**src/rtl/hps_pkg.sv**
```systemverilog
// Shared constants for the HPS command decoder: opcodes, FSM states and
// the data-word counter width.
package hps_pkg;

  // Data-word index counter width; the counter saturates at its maximum.
  localparam int CNT_W = 4;
  localparam logic [CNT_W-1:0] CNT_MAX = '1;

  // Command opcodes carried in bits [7:0] of the first word of a frame.
  localparam logic [7:0] CMD_CORE_ID    = 8'h00;
  localparam logic [7:0] CMD_JOY0       = 8'h02;
  localparam logic [7:0] CMD_KBD        = 8'h05;
  localparam logic [7:0] CMD_STATUS_SET = 8'h1E;
  localparam logic [7:0] CMD_STATUS_GET = 8'h29;

  // Number of 16-bit words making up the 64-bit status register.
  localparam int STATUS_WORDS = 4;

  // Frame-level FSM.
  typedef enum logic [1:0] {
    IDLE = 2'd0,
    CMD  = 2'd1,
    DATA = 2'd2
  } state_t;

endpackage

```
**src/rtl/hps_sync2.sv**
```systemverilog
// Two-flop level synchroniser for a signal arriving asynchronously to clk.
module hps_sync2 (
  input  logic clk,
  input  logic rst_n,
  input  logic d,
  output logic q
);

  logic meta;

  // Double-register the asynchronous level to settle metastability.
  always_ff @(posedge clk or negedge rst_n) begin
    if (!rst_n) begin
      meta <= 1'b0;
      q    <= 1'b0;
    end else begin
      meta <= d;
      q    <= meta;
    end
  end

endmodule

```
**src/rtl/hps_cmd_decoder.sv**
```systemverilog
// Frames SPI words into commands while io_enable is high and decodes them
// into core-side registers. Also produces the word returned to the HPS on
// the following transfer.
module hps_cmd_decoder
  import hps_pkg::*;
#(
  parameter logic [15:0] CORE_ID = 16'h0000
) (
  input  logic        sys_clk,
  input  logic        reset_n,
  input  logic [15:0] io_word,
  input  logic        io_strobe,
  input  logic        io_enable,
  output logic [15:0] resp_word,
  output logic [31:0] joystick_0,
  output logic [63:0] status,
  output logic        status_upd,
  output logic [7:0]  kbd_code,
  output logic        kbd_valid
);

  logic             en_s;
  state_t           state;
  logic [7:0]       cmd;
  logic [CNT_W-1:0] cnt;
  logic [63:0]      shadow;
  logic [63:0]      status_next;

  hps_sync2 u_en_sync (
    .clk   (sys_clk),
    .rst_n (reset_n),
    .d     (io_enable),
    .q     (en_s)
  );

  // Response word the HPS reads back for a given opcode and response index.
  // The index is one bit wider than cnt so "after the last word" is distinct.
  function automatic logic [15:0] resp_sel(input logic [7:0]     op,
                                           input logic [CNT_W:0] idx,
                                           input logic [63:0]    st);
    logic [15:0] r;
    r = '0;
    case (op)
      CMD_CORE_ID:    if (idx == '0) r = CORE_ID;
      CMD_STATUS_GET: if (idx[CNT_W:2] == '0) r = st[{idx[1:0], 4'b0000} +: 16];
      default:        r = '0;
    endcase
    return r;
  endfunction

  // Candidate status value completed by the final status word of a frame.
  assign status_next = {io_word, shadow[47:0]};

  // Frame FSM, command decode and all registered outputs.
  always_ff @(posedge sys_clk or negedge reset_n) begin
    if (!reset_n) begin
      state      <= IDLE;
      cmd        <= '0;
      cnt        <= '0;
      shadow     <= '0;
      resp_word  <= '0;
      joystick_0 <= '0;
      status     <= '0;
      status_upd <= 1'b0;
      kbd_code   <= '0;
      kbd_valid  <= 1'b0;
    end else begin
      status_upd <= 1'b0;
      kbd_valid  <= 1'b0;

      if (!en_s) begin
        // Framing dropped: abandon any command; a coincident strobe is lost.
        state     <= IDLE;
        cmd       <= '0;
        cnt       <= '0;
        resp_word <= '0;
      end else begin
        case (state)
          IDLE: begin
            // First enabled cycle only arms the FSM; strobes here are ignored.
            state     <= CMD;
            resp_word <= '0;
          end

          CMD: begin
            if (io_strobe) begin
              cmd       <= io_word[7:0];
              cnt       <= '0;
              state     <= DATA;
              resp_word <= resp_sel(io_word[7:0], '0, status);
            end
          end

          DATA: begin
            if (io_strobe) begin
              cnt       <= (cnt == CNT_MAX) ? cnt : cnt + 1'b1;
              resp_word <= resp_sel(cmd, {1'b0, cnt} + 1'b1, status);

              case (cmd)
                CMD_JOY0: begin
                  if (cnt == CNT_W'(0))      joystick_0[15:0]  <= io_word;
                  else if (cnt == CNT_W'(1)) joystick_0[31:16] <= io_word;
                end

                CMD_KBD: begin
                  if (cnt == CNT_W'(0)) begin
                    kbd_code  <= io_word[7:0];
                    kbd_valid <= 1'b1;
                  end
                end

                CMD_STATUS_SET: begin
                  // Shadow collects LSW first; status commits atomically on
                  // the last word so a truncated frame never tears it.
                  if (cnt == CNT_W'(0))      shadow[15:0]  <= io_word;
                  else if (cnt == CNT_W'(1)) shadow[31:16] <= io_word;
                  else if (cnt == CNT_W'(2)) shadow[47:32] <= io_word;
                  else if (cnt == CNT_W'(STATUS_WORDS - 1)) begin
                    shadow[63:48] <= io_word;
                    status        <= status_next;
                    status_upd    <= (status_next != status);
                  end
                end

                default: ;
              endcase
            end
          end

          default: state <= IDLE;
        endcase
      end
    end
  end

endmodule
```
**config.mk**
```make
export PLATFORM = sky130hd
export DESIGN_NAME = hps_cmd_decoder
export DESIGN_NICKNAME = d
export VERILOG_FILES = /design/src/rtl/hps_pkg.sv /design/src/rtl/hps_sync2.sv /design/src/rtl/hps_cmd_decoder.sv
export SDC_FILE = /design/constraint.sdc
export NUM_CORES = 1
export LEC_CHECK = 0
export ABC_AREA = 1
export BUFFER_PORTS_ARGS = -buffer_cell sky130_fd_sc_hd__buf_2
export CAP_MARGIN = 10
export CORE_ASPECT_RATIO = 0.5
export CORE_MARGIN = 3
export CORE_UTILIZATION = 50
export DETAILED_ROUTE_END_ITERATION = 6
export GPL_TIMING_DRIVEN = 0
export PLACE_DENSITY = 0.72
export SLEW_MARGIN = 10
export SYNTH_ARGS = -nofsm -noshare
export SYNTH_HDL_FRONTEND = slang
export SYNTH_SLANG_ARGS = --single-unit
```
**constraint.sdc**
```tcl
create_clock -name sys_clk -period 3.8 [get_ports sys_clk]
set_clock_uncertainty 0.05 [all_clocks]
set_input_delay 0.57 -clock sys_clk [delete_from_list [all_inputs] [get_ports sys_clk]]
set_output_delay 0.57 -clock sys_clk [all_outputs]
set_load 0.01 [all_outputs]
```
# [Word level (Yosys, flattened, before mapping)]
# Index checks and enable logic that the tools add are counted.
[totals] input_bits=20 reg_bits=186 output_inout_bits=122
[classes] add_sub_neg=2 eq_ne=20 shifts=1 bitwise_logic=3 muxes=31 reduce_logical=14
[op_table] op="$mux 16" n=6
[op_table] op="$ne 64x64->1" n=1
[op_table] op="$shiftx 64x7->16" n=1
[op_table] op="$pmux 16 s3" n=1
[op_table] op="$mux 8" n=3
[op_table] op="$eq 8x6->1 const B" n=2
[op_table] op="$mux 4" n=4
[op_table] op="$reduce_and 5->1" n=3
[op_table] op="$mux 1" n=13
[op_table] op="$ne 3x3->1 const B" n=4
[op_table] op="$reduce_and 6->1" n=2
[op_table] op="$eq 4x2->1 const B" n=2
[op_table] op="$eq 8x2->1 const B" n=1
[op_table] op="$eq 8x3->1 const B" n=1
[op_table] op="$eq 8x5->1 const B" n=1
[op_table] op="$pmux 4 s2" n=1
[op_table] op="$reduce_and 8->1" n=1
[op_table] op="$reduce_and 7->1" n=1
[op_table] op="$ne 2x2->1 const B" n=3
[op_table] op="$pmux 2 s3" n=1
[op_table] op="$add 4x1->5 const B" n=1
[op_table] op="$add 4x1->4 const B" n=1
[op_table] op="$eq 4x1->1 const B" n=1
[op_table] op="$eq 4x4->1 const B" n=1
[op_table] op="11 further kinds" n=15

# [Depth between registers and ports, before layout]
# Gate-level depths: netlist of the first run.
[depth] ltp_word=9 depth_mapped=12 ltp_nobuf=10

# [Hierarchy]
# From an unflattened synthesis of the first run, not the netlist that was laid out.
[unflattened] cells_unflattened=1086 hier_area_um2=8917.3
[modules_own_cells] mod="hps_cmd_decoder" area_per_inst_um2=8867.3 instances=1 cells_per_inst=1084
[modules_own_cells] mod="hps_sync2" area_per_inst_um2=50.0 instances=1 cells_per_inst=2

# [Worst setup path before layout of the first run]
# OpenSTA, ideal clock, no wires.
[synth_path] path_type="register -> register" startpoint="register cnt[0]" endpoint="register status[48]" path_stages_with_launch=13 slack_ns=1.728 period_less_slack_ns=2.072 t_required_ns=3.626 t_arrival_ns=1.898 cell_sequence="dfrtp_1 -> buf_2 -> inv_1 -> clkbuf_1 -> ha_1 -> nand2_1 -> nand2_1 -> nor2_1 -> nand4_1 -> buf_2 -> buf_4 -> nand2_1 -> o21ai_1"
[synth_via] elab_chain_len=3 word_cells_on_any_way=8 classes_between="eq/ne (3); bitwise (3); reduce/logical (2)"
[synth_lines] item="start: declaration" line_no="hps_cmd_decoder.sv:25" text="logic [CNT_W-1:0] cnt;"
[synth_lines] item="start signal: assignment" line_no="hps_cmd_decoder.sv:96" text="cnt <= (cnt == CNT_MAX) ? cnt : cnt + 1'b1;"
[synth_lines] item="$eq 4x2->1, or another cell as far along" line_no="hps_cmd_decoder.sv:117" text="else if (cnt == CNT_W'(2)) shadow[47:32] <= io_word;"
[synth_lines] item="$not 1->1 (no source line)"
[synth_lines] item="$reduce_and 8->1 (no source line) (*)"
[synth_lines] item="end signal: assignment" line_no="hps_cmd_decoder.sv:120" text="status <= status_next;"
[synth_lines] item="end: declaration" line_no="hps_cmd_decoder.sv:16" text="output logic [63:0] status,"
# Every way passes the cells marked *; elsewhere a longest branch is shown, timed or not.
# A chain may end at the register's enable or synchronous reset.

# [Worst setup path after layout of the first run]
[layout_path] startpoint="register cnt[0]" endpoint="register resp_word[2]"
[layout_via] elab_chain_len=7 word_cells_on_any_way=8 classes_between="add/sub (1); shift (1); mux (5); reduce/logical (1)"
[layout_lines] item="$add 4x1->5 (*)" line_no="hps_cmd_decoder.sv:97" text="resp_word <= resp_sel(cmd, {1'b0, cnt} + 1'b1, status);"
[layout_lines] item="$shiftx 64x7->16 or $logic_not 3->1 (tied branches)" line_no="hps_cmd_decoder.sv:45" text="CMD_STATUS_GET: if (idx[CNT_W:2] == '0) r = st[{idx[1:0], 4'b0000} +: 16];"
[layout_lines] item="$mux 16 (*)" line_no="hps_cmd_decoder.sv:45"
[layout_lines] item="$mux 16 (*)"
[layout_lines] item="$mux 16 (*)" line_no="hps_cmd_decoder.sv:95" text="if (io_strobe) begin"
[layout_lines] item="$pmux 16 s3 (*)" line_no="hps_cmd_decoder.sv:78" text="case (state)"
[layout_lines] item="$mux 16 (*)" line_no="hps_cmd_decoder.sv:71" text="if (!en_s) begin"
[layout_lines] item="end signal: assignment" line_no="hps_cmd_decoder.sv:90" text="resp_word <= resp_sel(io_word[7:0], '0, status);"
[layout_lines] item="end signal: assignment" line_no="hps_cmd_decoder.sv:97"
[layout_lines] item="end: declaration" line_no="hps_cmd_decoder.sv:14" text="output logic [15:0] resp_word,"
# Every way passes the cells marked *; elsewhere a longest branch is shown, timed or not. The select of a mux whose other input is x is not followed.

==> results of run 1 <==
-- through the flow --
stage                     hold WS [ns]  util [%]
after floorplan                  0.224         -
after detailed placement         0.308      58.3
after global placement           0.292      58.1
final                           0.0637      61.7
after CTS                       0.0840      61.7
after global routing             0.103      61.7
-- cells in the mapped netlist (8+ instances only) --
| cell type | n | area, um^2 |
|---|---|---|
| o22ai_1 | 12 | 75.1 |
| xnor2_1 | 44 | 385 |
| clkbuf_1 | 18 | 67.6 |
| buf_2 | 17 | 85.1 |
| dfrtp_1 | 186 | 4650 |
| ha_1 | 8 | 100 |
| a21oi_1 | 13 | 65.1 |
| nand4_1 | 13 | 81.3 |
| inv_1 | 103 | 387 |
| nor2_1 | 51 | 191 |
| nand2_1 | 322 | 1210 |
| nand3_1 | 14 | 70.1 |
| o21ai_0 | 109 | 546 |
| o21ai_1 | 102 | 510 |
-- registers in the layout, summed over array words and instances, names as in the netlist --
register	flops
cmd	8
cnt	4
joystick_0	32
kbd_code	8
kbd_valid	1
resp_word	16
shadow	48
state	2
status	64
status_upd	1
u_en_sync.meta	1
u_en_sync.q	1
-- area by class of cell --
class,count,area share (%)
buffer,46,2.50
clock buffer,17,4.12
sequential,186,45.1
multi-input combinational,707,33.2
tap,227,2.75
clock inverter,15,1.30
timing repair buffer,142,7.20
inverter,104,3.78
-- per-layer routing --
layer / share of wire, % / GRT usage [%]
met1: 44 / 40.9
met2: 43 / 42.3
met3: 11 / 8.13
met4: 2.0 / 8.50
met5: 0 / 0
-- worst max path at each step --
stage | start | end | slack [ns] | depth (start not counted)
final | cnt[0] | resp_word[2] | 0.84 | 12
after global routing | cnt[0] | resp_word[14] | 0.75 | 12
after CTS | cnt[0] | resp_word[11] | 1.02 | 11
after detailed placement | cnt[0] | resp_word[14] | 1.04 | 12
after global placement | reset_n | status[11] | -0.79 | 1
after floorplan | cnt[0] | status[48] | 1.73 | 12
-- cell families after synthesis --
kind of cell	count (synthesis)	synth area share [%]
compound gates	240	14.2
xor+xnor	45	4.51
fa+ha+maj	8	1.15
buf+inv	150	7.42
flops	186	53.3
simple gates	414	19.4
-- power by group --
part           switching [mW]  internal (mW)  total (mW)  leakage, nW
Sequential             0.0123           2.00        2.01         2.59
Clock                   0.858          0.865        1.72        0.269
Combinational           0.205         0.0711       0.276         2.27
Total                    1.08           2.93        4.01         5.12
==> impl_metrics.py, run 1 <==
metrics = {
    "status": {
        "status": "finished clean",
    },
    "grt": {
        "grt_pass1_vias": 7275,
        "grt_max_degree": 105,
        "overflow": 0,
        "antenna_found_initial": 0,
        "grt_first_pass_wirelength_um": 41000,
        "grt.total_usage_pct": 28.5,
    },
    "finish": {
        "seq_area_um2": 4650,
        "fin_cells": 1444,
        "drive_gt1_share_pct": 17.5,
        "mostFrequentLayoutCells": "nand2_1 (322), dfrtp_1 (186), buf_2 (157), o21ai_0 (109), inv_1 (103)",
        "area_growth_pct": 18.2,
        "mostFrequentLayoutCell": "nand2_1",
        "nFillCells": 1489,
        "diodes": 0,
        "multiInputGateArea_um2": 3430,
        "fin_nets": 1232,
        "fin_area_um2": 10300,
    },
    "pwr": {
        "ir_drop_uv": 350,
        "power_density_nw_per_um2": 388,
        "finalPower_mw": 4.01,
        "p_leak_nw": 5.12,
    },
    "yosys": {
        "yosysSeqAreaShare_pct": 53.3,
        "synth_edf_count": 0,
        "syn-num-nets": 1071,
        "syn_inst": 1043,
        "syn_area_um2": 8730,
        "ys_types": 32,
        "async_flop_share_pct": 100,
        "syn-mean-instance-area_um2": 8.37,
        "ys_warn_count": 0,
        "synthFlopType": "dfrtp_1",
        "ys_ff_latch": 186,
    },
    "sta": {
        "rsz0062_at_grt": "no",
        "min_period_over_period_pct": 77.8,
        "fmaxAchievable_ghz": 0.338,
        "fin_tns_setup_ns": 0,
        "maxSlewHeadroom_pct": 55.9,
        "worst_slack_ns": 0.842,
        "tightest_slew_ns": 0.661,
        "slew_violations": 0,
        "fin_crit_ns": 2.96,
        "hold_viol_final": 0,
        "setup-violations-final": 0,
    },
    "critical_path": {
        "cp_data_arrival_time_ns": 3.24,
        "worst_setup_path_start_kind": "flip-flop",
        "crit_buf_inv": 4,
        "reg2reg_from": "cnt[0]",
        "regToRegEndpoint": "resp_word[2]",
        "crit_type": "reg2reg",
        "cp.required_ns": 4.08,
        "cpPeakStageDelay_ns": 0.47,
        "path_cells": "buf_2 -> inv_1 -> clkbuf_1 -> ha_1 -> clkbuf_1 -> a21oi_1 -> o21ai_0 -> o21ai_0 -> nand2_1 -> nand2_1 -> nand2_1 -> nand2_1",
        "crit_top_cell": "nand2_1",
        "path_max_fanout": 11,
        "critical_path.endpoint_type": "flip-flop",
        "worst_path_max_delay_cell": "clkbuf_1",
        "rrSetupSlack_ns": 0.84,
        "r2r_cells": 12,
        "cpLargestDelayFamily": "buffers and inverters",
    },
    "clocking": {
        "clock_path_buffers": 2,
        "clkTransAtPathRegs_ns": 0.08,
        "hold_buffers": 0,
        "cts_tree": "yes",
        "htreeDepth": 4,
        "clock_sinks": 186,
        "cts_resized": 0,
        "cts_root_buf": "clkbuf_16",
        "cts_setup_buffers": 0,
        "cts_made_buffers": 17,
        "clock_latency_ns": 0.45,
    },
    "die": {
        "dieArea_um2": 19200,
        "core-area_um2": 16700,
        "chipHeight_um": 99.4,
        "die_width_um": 193,
        "initial_utilization_pct": 52.2,
        "rows": 33,
        "pin_count": 142,
    },
    "place": {
        "gp_congestion": 0.928,
        "dpl.cell_count": 1412,
        "pre_cts_ws_ns": 1.04,
        "numPortBuffers": 141,
        "dp_hpwl_um": 19300,
        "place_area_um2": 9760,
    },
    "routing": {
        "wl_per_cell_um": 18.4,
        "drt_pass1_iterations": 5,
        "vias_per_cell": 5.40,
        "antenna_left": 0,
        "route.detailed.drc": 0,
        "num_vias": 7792,
        "drt_iter0_drc": 719,
        "drt_wl_total_um": 26600,
    },
    "job": {
        "maxCapViolations": 0,
    },
    "min_path": {
        "hold_path_class": "in2async",
    },
}
No activity file was read; power rests on OpenSTA's default activity.
==> run 2, diff against run 1 <==
PLACE_DENSITY = 0.75   (was 0.72)
clock period = 2.4 ns   (was 3.8 ns; I/O delays follow)
==> run 2 against run 1 <==
Critical path type unchanged. Die area did not move. Worst setup slack got worse by 0.73 ns. Global-route usage rose by 1.2 points. Highest routed layer unchanged. Register-to-register slack got worse by 0.73 ns. Non-clock buffer count rose by 9.
==> impl_metrics.py, run 2 (synthesis gave the netlist of run 1 again) <==
metrics = {
    "min_path": {
        "hold_path_class": "reg2reg",
    },
    "routing": {
        "vias_per_cell": 5.52,
        "drt_wl_total_um": 27500,
        "wl_per_cell_um": 18.9,
        "drt_iter0_drc": 702,
        "route.detailed.drc": 0,
        "drt_pass1_iterations": 5,
        "num_vias": 8019,
        "antenna_left": 0,
    },
    "clocking": {
        "clock_path_buffers": 2,
        "clock_sinks": 186,
        "cts_root_buf": "clkbuf_16",
        "clock_latency_ns": 0.45,
        "clkTransAtPathRegs_ns": 0.07,
        "cts_made_buffers": 17,
        "cts_tree": "yes",
        "htreeDepth": 4,
    },
    "die": {
        "initial_utilization_pct": 52.2,
        "rows": 33,
        "dieArea_um2": 19200,
        "chipHeight_um": 99.4,
        "core-area_um2": 16700,
        "pin_count": 142,
        "die_width_um": 193,
    },
    "pwr": {
        "power_density_nw_per_um2": 616,
        "power_switching_mw": 1.71,
        "p_leak_nw": 5.20,
        "p_int_mw": 4.75,
        "swShare_pct": 26.4,
        "clockPowerShare_pct": 43.7,
        "ir_drop_uv": 505,
        "p_seq_share_pct": 49.2,
        "comb_power_share_pct": 7.1,
    },
    "critical_path": {
        "cp.required_ns": 2.65,
        "path_max_fanout": 11,
        "worst_setup_path_start_kind": "flip-flop",
        "cp_data_arrival_time_ns": 2.54,
        "critical_path.endpoint_type": "flip-flop",
        "crit_type": "reg2reg",
    },
    "place": {
        "dp_hpwl_um": 19600,
        "gp_congestion": 0.978,
        "pre_cts_ws_ns": -0.301,
        "numPortBuffers": 141,
    },
    "sta": {
        "maxSlewHeadroom_pct": 52.0,
        "tightest_slew_ns": 0.720,
        "whs_ns": 0.303,
        "slew_violations": 0,
        "fin_crit_ns": 2.29,
        "hold_viol_final": 0,
        "worst_slack_ns": 0.108,
        "fmaxAchievable_ghz": 0.436,
        "setup-violations-final": 0,
        "min_period_over_period_pct": 95.5,
    },
    "finish": {
        "fin_nets": 1241,
        "nFillCells": 1479,
        "diodes": 0,
        "area_growth_pct": 20.1,
        "regMostFlops": "status",
        "reg.largest.list": "status (64), shadow (48), joystick_0 (32)",
        "mostFrequentLayoutCell": "nand2_1",
        "drive_gt1_share_pct": 19.2,
        "mostFrequentLayoutCells": "nand2_1 (320), dfrtp_1 (186), buf_2 (156), o21ai_0 (108), o21ai_1 (103)",
        "largest_reg_flops": 64,
    },
    "grt": {
        "antenna_found_initial": 0,
        "grt_pass1_vias": 7652,
        "grt.total_usage_pct": 29.7,
        "grt_first_pass_wirelength_um": 42900,
        "grt_max_degree": 97,
        "overflow": 0,
    },
    "status": {
        "status": "finished clean",
    },
    "job": {
        "maxCapViolations": 0,
    },
}
run 2: changes by cell type in the layout (fill, tap and decap cells not counted), sizes merged:
cell         delta
buf             +9
bufinv          +1
clkbuf          -2
clkinv          +2
dlygate4sd3     +2
inv             -3
run 2: repair_timing:
action,CTS,global route
setup buffers,2,4
hold endpoints to repair,96,0
pin swaps,1,0
setup endpoints to repair,169,162
hold buffers,2,0
cloned,1,0
resized for setup,15,14
run 2: final timing paths:
path | endpoint | slack [ns] | cells past startpoint | startpoint
worst max-delay path | status[62] | 0.11 | 13 | cnt[0]
worst min-delay path | u_en_sync.q | 0.30 | 0 | u_en_sync.meta
worst max register to register | status[62] | 0.11 | 13 | cnt[0]
worst min register to register | u_en_sync.q | 0.30 | 0 | u_en_sync.meta
max in group asynchronous | cmd[3] | 0.92 | 3 | reset_n
min in group asynchronous | status[26] | 0.49 | 2 | reset_n
run 2: worst max-delay path: stages (launching register included):
cell and delay, ns:
dfrtp_1 0.40, buf_6 0.17, inv_1 0.08, buf_4 0.19
ha_4 0.17, nand2_1 0.09, nand2_1 0.09, nor2_4 0.12
nand4_1 0.12, buf_4 0.20, buf_6 0.12, buf_2 0.19
nand2_1 0.08, o21ai_0 0.08
run 2: power by group through the flow:
stage | Sequential [mW] | Combinational (mW) | Clock [mW]
floorplan | 3.24 | 0.219 | 0
global placement | 3.24 | 0.416 | 0
detailed placement | 3.24 | 0.436 | 0
CTS | 3.18 | 0.444 | 2.84
global route | 3.18 | 0.506 | 2.98
finish | 3.18 | 0.460 | 2.82
run 2: layer usage:
metal / vias up / track usage (%) / wire length [um]
li1: 3689 / - / -
met5: - / 0 / 0
met3: 71 / 6.73 / 2470
met2: 365 / 44.8 / 12100
met1: 3894 / 41.8 / 11900
met4: 0 / 12.1 / 986
run 2: stage by stage:
stage / instance area (um^2) / TNS (ns) / power [mW] / util, % / std cells
after CTS: 10400 / 0 / 6.46 / 62.3 / 1449
after detailed placement: 9760 / -26.72 / 3.67 / 58.3 / 1412
after global routing: 10500 / -0.0248 / 6.66 / 62.7 / 1453
final: 10500 / 0 / 6.46 / 62.7 / 1453
after global placement: 9720 / -384.25 / 3.65 / 58.1 / 1411
after floorplan: 8730 / 0 / 3.46 / - / 1043
run 2: final cells by class:
cell class              instances  area, um^2  area share [%]
plain buffers                  46         288            2.75
repair buffers                151         813            7.76
multi-input cells             707        3460            33.0
well taps                     227         284            2.71
clock inverters                15         159            1.52
flip-flops and latches        186        4650            44.4
inverters                     104         394            3.76
clock buffers                  17         425            4.06
